--- src/rtl/hps_lw_test_slave.sv ---
// -----------------------------------------------------------------------------
// hps_lw_test_slave
//
// Avalon-MM register slave on the HPS lightweight bridge. It gives HPS
// software a fixed ID word, a scratch register, a controllable free-running
// counter, LED drive bits and write/read transaction counters, so bridge
// accesses can be proven end to end.
//
// Reads are accepted in a single cycle and return data after a fixed
// READ_LATENCY cycles. While a read is in flight the slave holds
// avs_waitrequest high and ignores further requests.
//
// Register map (word address):
//   0 ID       RO  ID_VALUE
//   1 SCRATCH  RW  byte-enabled
//   2 CTRL     bit0 EN (RW), bit1 CLR (write-1 pulse, reads 0),
//              bit2 IRQ_PEND (W1C, only with HPS_LW_TEST_IRQ_EN)
//   3 COUNT    RO  free-running counter, runs while EN=1
//   4 LED      RW  bits[9:0] drive led
//   5 WRCNT    RO  accepted writes
//   6 RDCNT    RO  accepted reads (value returned is pre-increment)
//   7 COMPARE  RW  with HPS_LW_TEST_IRQ_EN, otherwise reads 0
//
// Optional feature macro: HPS_LW_TEST_IRQ_EN
//   Adds the irq output, the COMPARE register and CTRL.IRQ_PEND.
//
// Parameters:
//   ID_VALUE      constant returned at word 0
//   READ_LATENCY  cycles from read acceptance to avs_readdatavalid (1..4)
//
// Ports:
//   clk                in   bridge clock
//   reset              in   synchronous, active-high
//   avs_address[2:0]   in   word address
//   avs_read           in   read request
//   avs_write          in   write request
//   avs_writedata[31:0]in   write data
//   avs_byteenable[3:0]in   byte lanes (SCRATCH only)
//   avs_readdata[31:0] out  read data, 0 unless avs_readdatavalid
//   avs_readdatavalid  out  one-cycle read response strobe
//   avs_waitrequest    out  stall
//   led[9:0]           out  LED drive
//   irq                out  IRQ_PEND (HPS_LW_TEST_IRQ_EN only)
// -----------------------------------------------------------------------------
module hps_lw_test_slave #(
    parameter logic [31:0] ID_VALUE     = 32'hB81D_7E57,
    parameter int          READ_LATENCY = 2
) (
    input  logic        clk,
    input  logic        reset,
    input  logic [2:0]  avs_address,
    input  logic        avs_read,
    input  logic        avs_write,
    input  logic [31:0] avs_writedata,
    input  logic [3:0]  avs_byteenable,
    output logic [31:0] avs_readdata,
    output logic        avs_readdatavalid,
    output logic        avs_waitrequest,
    output logic [9:0]  led
`ifdef HPS_LW_TEST_IRQ_EN
    ,
    output logic        irq
`endif
);

    if (READ_LATENCY < 1 || READ_LATENCY > 4) begin : g_bad_latency
        $error("hps_lw_test_slave: READ_LATENCY must be in 1..4");
    end

    // The latency counter is loaded with READ_LATENCY-1 on acceptance so
    // that RBUSY lasts exactly READ_LATENCY cycles; the response is issued
    // in the RBUSY cycle where the counter reads zero.
    localparam logic [2:0] LAT_LOAD = 3'(READ_LATENCY - 1);

    localparam logic [2:0] ADDR_ID      = 3'd0;
    localparam logic [2:0] ADDR_SCRATCH = 3'd1;
    localparam logic [2:0] ADDR_CTRL    = 3'd2;
    localparam logic [2:0] ADDR_COUNT   = 3'd3;
    localparam logic [2:0] ADDR_LED     = 3'd4;
    localparam logic [2:0] ADDR_WRCNT   = 3'd5;
    localparam logic [2:0] ADDR_RDCNT   = 3'd6;
    localparam logic [2:0] ADDR_COMPARE = 3'd7;

    typedef enum logic {
        IDLE  = 1'b0,
        RBUSY = 1'b1
    } state_t;

    state_t      state;
    state_t      state_next;
    logic [2:0]  lat_cnt;
    logic [2:0]  lat_cnt_next;
    logic        rd_accept;
    logic        wr_accept;
    logic        rsp_fire;

    logic [31:0] scratch;
    logic        ctrl_en;
    logic        ctrl_irq_pend;
    logic [31:0] count;
    logic [9:0]  led_reg;
    logic [31:0] wrcnt;
    logic [31:0] rdcnt;
    logic [31:0] compare;
    logic [31:0] snapshot;
    logic [31:0] rd_value;

    logic        wr_scratch;
    logic        wr_ctrl;
    logic        wr_led;
    logic        count_clr;

    // ------------------------------------------------------------------
    // Bus FSM
    // ------------------------------------------------------------------
    always_ff @(posedge clk) begin
        if (reset) begin
            state   <= IDLE;
            lat_cnt <= '0;
        end else begin
            state   <= state_next;
            lat_cnt <= lat_cnt_next;
        end
    end

    always_comb begin
        state_next   = state;
        lat_cnt_next = lat_cnt;
        rd_accept    = 1'b0;
        wr_accept    = 1'b0;
        rsp_fire     = 1'b0;
        case (state)
            IDLE: begin
                // A simultaneous read and write is serviced as a read only.
                if (avs_read) begin
                    rd_accept    = 1'b1;
                    lat_cnt_next = LAT_LOAD;
                    state_next   = RBUSY;
                end else if (avs_write) begin
                    wr_accept = 1'b1;
                end
            end
            RBUSY: begin
                if (lat_cnt == 3'd0) begin
                    rsp_fire   = 1'b1;
                    state_next = IDLE;
                end else begin
                    lat_cnt_next = lat_cnt - 3'd1;
                end
            end
            default: begin
                state_next = IDLE;
            end
        endcase
    end

    // Waitrequest is forced high straight from reset so the bridge never
    // sees the slave as ready while it is being reset. The response strobe
    // is masked by reset so an abandoned read never produces a response.
    assign avs_waitrequest   = reset | (state == RBUSY);
    assign avs_readdatavalid = rsp_fire & ~reset;
    assign avs_readdata      = avs_readdatavalid ? snapshot : 32'd0;

    // ------------------------------------------------------------------
    // Write decode
    // ------------------------------------------------------------------
    assign wr_scratch = wr_accept && (avs_address == ADDR_SCRATCH);
    assign wr_ctrl    = wr_accept && (avs_address == ADDR_CTRL);
    assign wr_led     = wr_accept && (avs_address == ADDR_LED);
    assign count_clr  = wr_ctrl && avs_writedata[1];

    // ------------------------------------------------------------------
    // Register file
    // ------------------------------------------------------------------
    always_ff @(posedge clk) begin
        if (reset) begin
            scratch <= '0;
        end else if (wr_scratch) begin
            for (int b = 0; b < 4; b++) begin
                if (avs_byteenable[b]) begin
                    scratch[8*b +: 8] <= avs_writedata[8*b +: 8];
                end
            end
        end
    end

    always_ff @(posedge clk) begin
        if (reset) begin
            ctrl_en <= 1'b0;
            led_reg <= '0;
        end else begin
            if (wr_ctrl) begin
                ctrl_en <= avs_writedata[0];
            end
            if (wr_led) begin
                led_reg <= avs_writedata[9:0];
            end
        end
    end

    // Clear takes priority over increment; the increment uses the EN value
    // held before this edge, so EN=1 with CLR=1 leaves COUNT at zero for one
    // cycle and counting resumes on the following edge.
    always_ff @(posedge clk) begin
        if (reset) begin
            count <= '0;
        end else if (count_clr) begin
            count <= '0;
        end else if (ctrl_en) begin
            count <= count + 32'd1;
        end
    end

    always_ff @(posedge clk) begin
        if (reset) begin
            wrcnt <= '0;
            rdcnt <= '0;
        end else begin
            if (wr_accept) begin
                wrcnt <= wrcnt + 32'd1;
            end
            if (rd_accept) begin
                rdcnt <= rdcnt + 32'd1;
            end
        end
    end

`ifdef HPS_LW_TEST_IRQ_EN
    logic wr_compare;
    logic irq_set;
    logic irq_clr;

    assign wr_compare = wr_accept && (avs_address == ADDR_COMPARE);
    assign irq_set    = ctrl_en && (count == compare);
    assign irq_clr    = wr_ctrl && avs_writedata[2];

    always_ff @(posedge clk) begin
        if (reset) begin
            compare <= '0;
        end else if (wr_compare) begin
            compare <= avs_writedata;
        end
    end

    // A match on the same edge as a software clear keeps the flag set so
    // that no event can be lost.
    always_ff @(posedge clk) begin
        if (reset) begin
            ctrl_irq_pend <= 1'b0;
        end else if (irq_set) begin
            ctrl_irq_pend <= 1'b1;
        end else if (irq_clr) begin
            ctrl_irq_pend <= 1'b0;
        end
    end

    assign irq = ctrl_irq_pend;
`else
    assign compare       = '0;
    assign ctrl_irq_pend = 1'b0;
`endif

    assign led = led_reg;

    // ------------------------------------------------------------------
    // Read path: the addressed value is captured on the accepting edge,
    // so RDCNT returns its pre-increment value.
    // ------------------------------------------------------------------
    always_comb begin
        rd_value = 32'd0;
        case (avs_address)
            ADDR_ID:      rd_value = ID_VALUE;
            ADDR_SCRATCH: rd_value = scratch;
            ADDR_CTRL:    rd_value = {29'd0, ctrl_irq_pend, 1'b0, ctrl_en};
            ADDR_COUNT:   rd_value = count;
            ADDR_LED:     rd_value = {22'd0, led_reg};
            ADDR_WRCNT:   rd_value = wrcnt;
            ADDR_RDCNT:   rd_value = rdcnt;
            ADDR_COMPARE: rd_value = compare;
            default:      rd_value = 32'd0;
        endcase
    end

    always_ff @(posedge clk) begin
        if (reset) begin
            snapshot <= '0;
        end else if (rd_accept) begin
            snapshot <= rd_value;
        end
    end

endmodule

--- config.mk ---
export PLATFORM = sky130hd
export DESIGN_NAME = hps_lw_test_slave
export DESIGN_NICKNAME = d
export VERILOG_FILES = /design/src/rtl/hps_lw_test_slave.sv
export SDC_FILE = /design/constraint.sdc
export NUM_CORES = 1
export LEC_CHECK = 0
export CAP_MARGIN = 20
export CELL_PAD_IN_SITES_DETAIL_PLACEMENT = 1
export CELL_PAD_IN_SITES_GLOBAL_PLACEMENT = 1
export CORE_MARGIN = 4
export CORE_UTILIZATION = 46
export DETAILED_ROUTE_END_ITERATION = 7
export GPL_TIMING_DRIVEN = 1
export PLACE_DENSITY_LB_ADDON = 0.1
export SYNTH_ARGS = -nofsm -noshare
export SYNTH_HDL_FRONTEND = slang
export SYNTH_SLANG_ARGS = --single-unit
--- constraint.sdc ---
create_clock -name clk -period 3.56 [get_ports clk]
set_input_delay 0.534 -clock clk [delete_from_list [all_inputs] [get_ports clk]]
set_output_delay 0.534 -clock clk [all_outputs]
set_load 0.1 [all_outputs]
==> results.py, run 1 <==
metrics = {
    "run_status": {
        "status": "complete, no violations",
    },
    "critical_path": {
        "cpPeakStageDelay_ps": 330,
        "endpoint_kind": "output port",
        "cp-start-kind": "flip-flop",
        "crit_family": "buffers and inverters",
        "crit_buf_inv": 3,
        "cp_max_fo": 33,
        "crit_slowest_cell": "dfxtp_1",
        "worst_r2r_path_depth": 6,
        "cpMostUsedCell": "ha_1",
        "crit_arrival_ps": 2110,
        "regToRegSetupSlack_ps": 1340,
        "worstPathCellList": "inv_1 -> ha_1 -> ha_1 -> nand2_1 -> nor2_2 -> buf_4 -> and2_1 -> buf_12",
        "critPathKind": "reg2out",
        "r2r-start": "wrcnt[1]",
        "worst_ep_required_time_ps": 3030,
        "rr_endpoint": "wrcnt[24]",
    },
    "synthesis": {
        "synthArstFlopShare": 0,
        "synth_seq_cells": 175,
        "syn_nets": 1042,
        "synth_area_um2": 8220,
        "syn-instance-count": 994,
        "synth_top_flop_cell": "dfxtp_1",
        "yosysSeqAreaShare": 0.426,
        "avgSynthCellArea_um2": 8.26,
        "synthDistinctLibCells": 52,
        "synth-edff-count": 0,
        "yosysWarningCount": 0,
    },
    "global_routing": {
        "antenna_found_initial": 0,
        "grt_max_degree": 111,
        "grt_usage": 0.261,
        "grt_pass1_vias": 7501,
        "grt_pass1_wl_um": 41500,
        "overflow": 0,
    },
    "floorplan": {
        "die_h_um": 142,
        "core_area_um2": 17400,
        "rows": 48,
        "start_util": 0.472,
        "die_x_um": 142,
        "dieArea_um2": 20100,
        "io_pins": 87,
    },
    "cells_and_area": {
        "area_delta_synth_final_pct": 23.9,
        "drive_above_1_share": 0.101,
        "diodes": 0,
        "final_core_util": 0.584,
        "finalNetCount": 1104,
        "n_fill_cell": 2044,
        "layout_common_cells": "dfxtp_1, nor2_1, nand2_1",
        "seqCellArea_um2": 3500,
        "multiInputGateArea_um2": 4390,
        "final_common_cell": "dfxtp_1",
    },
    "cts": {
        "root_buffer": "clkbuf_16",
        "h-tree-depth": 4,
        "clock_sinks": 175,
        "cts-buffers-inserted": 17,
        "insertion_delay_ps": 440,
        "clk_pin_slew_ps": 70,
        "cts_tree": "done",
        "cts_resized": 0,
        "hold_buffers": 0,
        "clockBufferDepth": 2,
        "cts_setup_buffers": 0,
    },
    "place": {
        "place.gp.congestion": 0.830,
        "place_ws_ps": 689,
        "dp_hpwl_um": 18400,
        "io_buffers": 86,
    },
    "routing": {
        "ant_nets": 0,
        "drtIter0Drc": 560,
        "drc": 0,
        "via_count": 7595,
        "via_per_inst": 5.87,
        "routed_wire_length_per_instance_um": 20.2,
        "finalWirelength_um": 26200,
        "drtPass1Iterations": 4,
    },
    "timing": {
        "min_period_ps": 2640,
        "tightest_slew_ps": 969,
        "period_share": 0.743,
        "slew_headroom": 0.352,
        "finalSetupViolations": 0,
        "hold_viol": 0,
        "setup_tns_ps": 0,
        "hold_ws_ps": 457,
        "grt_setup_unrepaired": "no",
        "max_freq_mhz": 378,
        "fin_ws_ps": 916,
        "skew_ps": 12.6,
        "finalMaxSlewViolations": 0,
    },
    "hold_path": {
        "whs_endpoint": "snapshot[7]",
        "worstHoldPathType": "reg2reg",
        "hp-start": "snapshot[7]",
        "worstHoldPathCells": 2,
    },
    "power_and_ir_drop": {
        "ir_worst_vdd_uv": 330,
        "power_density_nw_per_um2": 425,
        "power_leakage_nw": 3.40,
    },
    "run": {
        "maxCapViolations": 0,
    },
}
==> cell type report <==
class | count | area share
Sequential cell | 175 | 0.344
Timing Repair Buffer | 104 | 0.131
Clock inverter | 13 | 0.0150
Inverter | 18 | 0.00664
Multi-Input combinational cell | 740 | 0.431
Tap cell | 225 | 0.0277
Clock buffer | 19 | 0.0445
==> cell families after synthesis <==
group / share of synthesized area
and+or+nand+nor: 0.292
AOI/OAI and AO/OA: 0.144
DFF: 0.426
buffers and inverters: 0.0407
xor gates and xnor gates: 0.0778
muxes: 0.0113
adders and majority gates: 0.00761
==> cell usage after synthesis (4+ instances only) <==
library cell / instances / share of area
buf_1: 4 / 0.0018
dfxtp_1: 175 / 0.43
xnor2_1: 41 / 0.044
a221o_1: 13 / 0.016
nor2b_1: 4 / 0.0030
nor4_1: 11 / 0.0084
nor2_1: 125 / 0.057
o21ai_0: 29 / 0.018
and4_1: 11 / 0.012
mux2i_1: 7 / 0.0085
and3_1: 7 / 0.0053
or3_1: 18 / 0.014
nand4_1: 26 / 0.020
nand2b_1: 4 / 0.0030
a22oi_1: 27 / 0.025
buf_2: 11 / 0.0067
a221oi_1: 15 / 0.016
and3b_1: 4 / 0.0043
inv_1: 18 / 0.0082
clkbuf_1: 42 / 0.019
a21oi_1: 91 / 0.055
a211oi_1: 5 / 0.0046
nand2_1: 94 / 0.043
xor2_1: 32 / 0.034
nand3_1: 70 / 0.043
ha_1: 5 / 0.0076
nor3_1: 29 / 0.018
and2_1: 36 / 0.027
==> power breakdown <==
part           internal [W]  total (W)  switching [W]
clock network       0.00109    0.00194       0.000852
logic              0.000135   0.000366       0.000230
registers           0.00199    0.00202      0.0000291
total               0.00321    0.00432        0.00111
==> worst reg2reg max path, cell delays in order, from the launching register on <==
cell,delay [ps]
dfxtp_1,560
ha_1,230
nand4bb_1,240
or4_4,550
nor3_1,270
xnor2_1,180
nor2_1,80
==> through the flow <==
stage	cells	area, um2	total power (W)
after detailed placement	1262	9570	0.00242
after global placement	1262	9570	0.00242
after floorplan	994	8220	0.00228
after global routing	1294	10200	0.00446
after CTS	1294	10200	0.00434
final	1294	10200	0.00432
==> worst max path at each step <==
stage	startpoint	end	slack (ps)	cells after the start
detailed placement	avs_read	scratch[4]	690	6
finish	lat_cnt[0]	avs_readdata[14]	920	8
global route	lat_cnt[0]	avs_readdata[14]	760	8
floorplan	lat_cnt[0]	avs_readdata[22]	290	7
CTS	lat_cnt[0]	avs_readdata[14]	890	8
global placement	avs_read	scratch[29]	750	6
==> metal layers <==
layer / up-vias / part of all wire / wire (um) / global-route usage
met1: 3792 / 0.49 / 12800 / 0.380
met2: 156 / 0.46 / 12000 / 0.409
met3: 16 / 0.042 / 1090 / 0.0435
met5: - / 0 / 0 / 0
li1: 3631 / - / - / -
met4: 0 / 0.0094 / 246 / 0.0581
Note: power is estimated with default switching activity, not from simulation.
==> run 2, diff against run 1 <==
--- a/config.mk
+++ b/config.mk
@@ -9,7 +9,7 @@
 export CELL_PAD_IN_SITES_DETAIL_PLACEMENT = 1
 export CELL_PAD_IN_SITES_GLOBAL_PLACEMENT = 1
 export CORE_MARGIN = 4
-export CORE_UTILIZATION = 46
+export CORE_UTILIZATION = 38
 export DETAILED_ROUTE_END_ITERATION = 7
 export GPL_TIMING_DRIVEN = 1
 export PLACE_DENSITY_LB_ADDON = 0.1
==> constraint.sdc (replaced) <==
create_clock -name clk -period 2.23 [get_ports clk]
set_input_delay 0.3345 -clock clk [delete_from_list [all_inputs] [get_ports clk]]
set_output_delay 0.3345 -clock clk [all_outputs]
set_load 0.1 [all_outputs]
==> run 2 against run 1 <==
Effect of this change: core utilization fell by 6.8 points; wire length rose by 2.6%; sequential power rose by 59%; design area rose by 7.3%; critical endpoint is now avs_readdata[17]; largest power group is now clock; highest routed layer unchanged.
==> results.py, run 2 (synthesis gave the netlist of run 1 again) <==
metrics = {
    "run_status": {
        "status": "complete, no violations",
    },
    "place": {
        "place.gp.congestion": 0.847,
        "io_buffers": 86,
        "dp_hpwl_um": 19600,
        "dp_cells": 1371,
    },
    "run": {
        "maxCapViolations": 0,
    },
    "power_and_ir_drop": {
        "sequentialPowerShare": 0.444,
        "power_density_nw_per_um2": 662,
        "pwr-share-clk": 0.458,
        "ir_worst_vdd_uv": 368,
        "sw_frac_of_total": 0.253,
        "power_leakage_nw": 3.81,
        "power_switching_w": 0.00183,
        "p_int_w": 0.00540,
        "p_comb_frac": 0.098,
    },
    "critical_path": {
        "crit_slowest_cell": "dfxtp_2",
        "cpPeakStageDelay_ps": 330,
        "endpoint_kind": "output port",
        "cp_max_fo": 29,
        "worst_ep_required_time_ps": 1900,
        "cp-start-kind": "flip-flop",
        "critPathKind": "reg2out",
        "crit_arrival_ps": 1880,
        "worstPathCellList": "inv_2 -> ha_4 -> ha_4 -> nand2_4 -> nor2_4 -> buf_12 -> and2_1 -> buf_12",
    },
    "floorplan": {
        "die_x_um": 155,
        "core_area_um2": 21200,
        "die_h_um": 155,
        "rows": 53,
        "start_util": 0.388,
        "io_pins": 87,
        "dieArea_um2": 24000,
    },
    "cells_and_area": {
        "final_common_cell": "dfxtp_1",
        "finalNetCount": 1163,
        "layout_common_cells": "dfxtp_1, nor2_1, nand2_1",
        "diodes": 0,
        "drive_above_1_share": 0.178,
        "n_fill_cell": 2464,
        "area_delta_synth_final_pct": 32.9,
        "final_cells": 1402,
        "final_core_util": 0.516,
    },
    "global_routing": {
        "grt_pass1_vias": 7694,
        "grt_max_degree": 117,
        "antenna_found_initial": 0,
        "grt_usage": 0.225,
        "overflow": 0,
        "grt_pass1_wl_um": 42600,
    },
    "cts": {
        "clk_pin_slew_ps": 70,
        "h-tree-depth": 4,
        "cts-buffers-inserted": 17,
        "clockBufferDepth": 2,
        "insertion_delay_ps": 440,
        "root_buffer": "clkbuf_16",
        "clock_sinks": 175,
        "cts_tree": "done",
    },
    "routing": {
        "via_count": 7712,
        "via_per_inst": 5.50,
        "routed_wire_length_per_instance_um": 19.1,
        "drc": 0,
        "drtIter0Drc": 440,
        "finalWirelength_um": 26800,
        "ant_nets": 0,
        "drtPass1Iterations": 5,
    },
    "hold_path": {
        "worstHoldPathType": "in2reg",
    },
    "timing": {
        "hold_ws_ps": 433,
        "min_period_ps": 2220,
        "finalSetupViolations": 0,
        "setup_tns_ps": 0,
        "finalMaxSlewViolations": 0,
        "period_share": 0.995,
        "max_freq_mhz": 451,
        "hold_viol": 0,
        "tightest_slew_ps": 591,
        "grt_setup_unrepaired": "yes",
        "slew_headroom": 0.606,
        "skew_ps": 14.2,
    },
}
==> run 2: what timing repair did <==
action,in CTS,in global routing
pin swaps,0,3
setup buffers,1,0
hold endpoints to repair,0,0
gates resized for setup,17,6
hold buffers,0,0
setup endpoints to repair,32,32
==> run 2: layout make-up <==
class / instances / area, um2 / area share
Multi-Input combinational cell: 740 / 4460 / 0.408
Sequential cell: 175 / 3500 / 0.321
Tap cell: 275 / 344 / 0.0315
Clock buffer: 18 / 439 / 0.0402
Timing Repair Buffer: 163 / 1910 / 0.175
Inverter: 18 / 67.6 / 0.00619
Clock inverter: 13 / 199 / 0.0182
==> run 2: power by group through the flow <==
stage | Clock [W] | Sequential, W | Combinational [W]
6_report | 0.00331 | 0.00321 | 0.000711
5_1_grt | 0.00350 | 0.00321 | 0.000768
4_1_cts | 0.00336 | 0.00321 | 0.000716
3_5_place_dp | 0 | 0.00328 | 0.000690
2_1_floorplan | 0 | 0.00328 | 0.000358
3_3_place_gp | 0 | 0.00328 | 0.000680
==> run 2: worst paths after layout <==
path	from	endpoint	slack, ps	cells past startpoint
setup / recovery	lat_cnt[0]	avs_readdata[17]	10	8
hold / removal	reset	lat_cnt[1]	430	3
setup reg to reg	state	wrcnt[17]	140	5
hold reg to reg	snapshot[5]	snapshot[5]	460	2
==> run 2: routing by layer <==
layer	wire [um]	up-vias	global-route usage
met5	0	-	0
met4	354	0	0.0580
met3	825	28	0.0320
met2	12100	132	0.346
met1	13600	3803	0.330
li1	-	3749	-
==> run 2: through the flow <==
step | setup slack (ps) | power [W] | cell area (um2)
2_1_floorplan | -95.9 | 0.00364 | 8230
3_3_place_gp | -167 | 0.00396 | 10200
3_5_place_dp | -189 | 0.00397 | 10200
4_1_cts | -27.1 | 0.00728 | 10900
5_1_grt | -104 | 0.00748 | 10900
6_report | 12.0 | 0.00723 | 10900
==> run 2: worst max-delay path: cells and delay by family, from the launching register on <==
kind,cells,cell delay [ps]
AND/OR/NAND/NOR,3,370
adder cells (fa/ha/maj),2,270
buffers and inverters,3,430
flip-flops,1,330
==> run 3, diff against run 2 <==
--- a/config.mk
+++ b/config.mk
@@ -8,7 +8,6 @@
 export CAP_MARGIN = 20
 export CELL_PAD_IN_SITES_DETAIL_PLACEMENT = 1
 export CELL_PAD_IN_SITES_GLOBAL_PLACEMENT = 1
-export CORE_MARGIN = 4
 export CORE_UTILIZATION = 38
 export DETAILED_ROUTE_END_ITERATION = 7
 export GPL_TIMING_DRIVEN = 1
==> run 3 against run 2 <==
Effect of this change: sequential power hardly changed; cell count is 1.2% higher; critical path type unchanged; critical path depth up 2; highest routed layer unchanged; the flow now finishes with violations (negative setup slack); largest power group is now registers.
==> results.py, run 3 (synthesis gave the netlist of run 1 again) <==
metrics = {
    "run_status": {
        "status": "complete, but fails checks",
        "violations": "negative setup slack",
    },
    "cts": {
        "clockBufferDepth": 2,
        "h-tree-depth": 4,
        "root_buffer": "clkbuf_16",
        "clock_sinks": 175,
        "clk_pin_slew_ps": 70,
        "cts-buffers-inserted": 17,
        "cts_tree": "done",
        "insertion_delay_ps": 440,
    },
    "routing": {
        "finalWirelength_um": 27800,
        "ant_nets": 0,
        "routed_wire_length_per_instance_um": 19.6,
        "via_per_inst": 5.50,
        "via_count": 7811,
        "drc": 0,
        "drtPass1Iterations": 5,
        "drtIter0Drc": 515,
    },
    "global_routing": {
        "grt_usage": 0.261,
        "antenna_found_initial": 0,
        "overflow": 0,
        "grt_pass1_vias": 7940,
        "grtUsageMet3": 0.0477,
        "grt_max_degree": 52,
        "grt_pass1_wl_um": 44200,
        "gr-usage-met1": 0.363,
        "use_met2": 0.417,
        "busiest_layer": "met2",
    },
    "cells_and_area": {
        "area_delta_synth_final_pct": 34.1,
        "layout_common_cells": "dfxtp_1, nor2_1, buf_4",
        "finalNetCount": 1181,
        "final_common_cell": "dfxtp_1",
        "final_cells": 1419,
        "drive_above_1_share": 0.203,
        "n_fill_cell": 2438,
        "final_core_util": 0.522,
        "diodes": 0,
    },
    "critical_path": {
        "regToRegSetupSlack_ps": 120,
        "crit_buf_inv": 5,
        "cp-start-kind": "flip-flop",
        "crit_arrival_ps": 1950,
        "r2r-start": "state",
        "crit_slowest_cell": "dfxtp_2",
        "rr_endpoint": "wrcnt[17]",
        "cp_max_fo": 8,
        "crit_family": "buffers and inverters",
        "endpoint_kind": "output port",
        "cp.depth": 10,
        "cpPeakStageDelay_ps": 340,
        "worstPathCellList": "inv_2 -> ha_4 -> ha_4 -> nand2_4 -> nor2_4 -> buf_6 -> buf_12 -> buf_12 -> and2_4 -> buf_12",
        "critPathKind": "reg2out",
        "cpMostUsedCell": "buf_12",
        "worst_r2r_path_depth": 6,
        "worst_ep_required_time_ps": 1900,
    },
    "place": {
        "place_ws_ps": -249,
        "io_buffers": 86,
        "dp_hpwl_um": 20100,
        "dp_cells": 1381,
        "place.gp.congestion": 0.830,
    },
    "floorplan": {
        "io_pins": 87,
        "start_util": 0.390,
        "die_x_um": 149,
        "rows": 53,
        "die_h_um": 149,
        "dieArea_um2": 22200,
        "core_area_um2": 21100,
    },
    "timing": {
        "skew_ps": 8.53,
        "hold_viol": 0,
        "period_share": 1.03,
        "max_freq_mhz": 437,
        "hold_ws_ps": 245,
        "fin_ws_ps": -57.2,
        "min_period_ps": 2290,
        "tightest_slew_ps": 597,
        "finalSetupViolations": 12,
        "slew_headroom": 0.602,
        "grt_setup_unrepaired": "yes",
        "finalMaxSlewViolations": 0,
    },
    "power_and_ir_drop": {
        "power_w": 0.00697,
        "power_leakage_nw": 3.87,
        "power_density_nw_per_um2": 633,
        "ir_worst_vdd_uv": 450,
    },
    "hold_path": {
        "worstHoldPathCells": 2,
        "worstHoldPathType": "in2reg",
        "whs_endpoint": "wrcnt[7]",
        "hp-start": "reset",
    },
    "run": {
        "maxCapViolations": 0,
    },
}
-- run 3: cell count changes in the layout (fill, tap and decap cells not counted), moves of 2 or more --
cell       previous run  this run
and2_1               17         4
and2_2                9         0
and2_4               10        32
buf_12               46        40
buf_16                0         2
buf_4                75        94
buf_6                 1         3
bufinv_16             4         2
clkinv_2              0         2
-- run 3: how the worst max path moves through the flow --
| stage | startpoint | end |
|---|---|---|
| 2_1_floorplan | lat_cnt[0] | avs_readdata[22] |
| 3_3_place_gp | avs_read | scratch[27] |
| 3_5_place_dp | avs_read | scratch[25] |
| 4_1_cts | lat_cnt[1] | avs_readdata[29] |
| 5_1_grt | lat_cnt[1] | avs_readdata[14] |
| 6_report | lat_cnt[1] | avs_readdata[14] |
-- run 3: area by class of cell --
class / instances / area (um2) / share of cell area
clock buffers: 18 / 439 / 0.0399
clock inverters: 12 / 136 / 0.0124
inverters: 18 / 67.6 / 0.00613
multi-input cells: 740 / 4500 / 0.409
flip-flops and latches: 175 / 3510 / 0.318
well taps: 275 / 344 / 0.0312
repair buffers: 181 / 2020 / 0.183
-- run 3: through the flow --
step	cell area, um2	setup TNS [ps]
after floorplan	8230	-863
after global placement	10200	-6860
after detailed placement	10200	-10680
after CTS	11000	-1950
after global routing	11000	-2150
final	11000	-422
-- run 3: metal layers --
metal | vias up | wire [um]
li1 | 3784 | -
met2 | 131 | 13000
met3 | 27 | 1120
met1 | 3869 | 13400
met4 | 0 | 378
met5 | - | 0
-- run 3: power by group --
group          internal, W  total [W]  switching, W
Combinational     0.000322   0.000739      0.000416
Clock              0.00168    0.00301       0.00133
Sequential         0.00317    0.00322     0.0000444
Total              0.00518    0.00697       0.00179
-- run 3: repair_timing --
action                                 in CTS  in global routing
endpoints found under the hold margin       0                  0
hold buffers                                0                  0
cloned                                      3                  0
pin swaps                                  18                  7
resized for setup                          49                  2
setup endpoints to repair                  32                 32
setup buffers                               6                  1
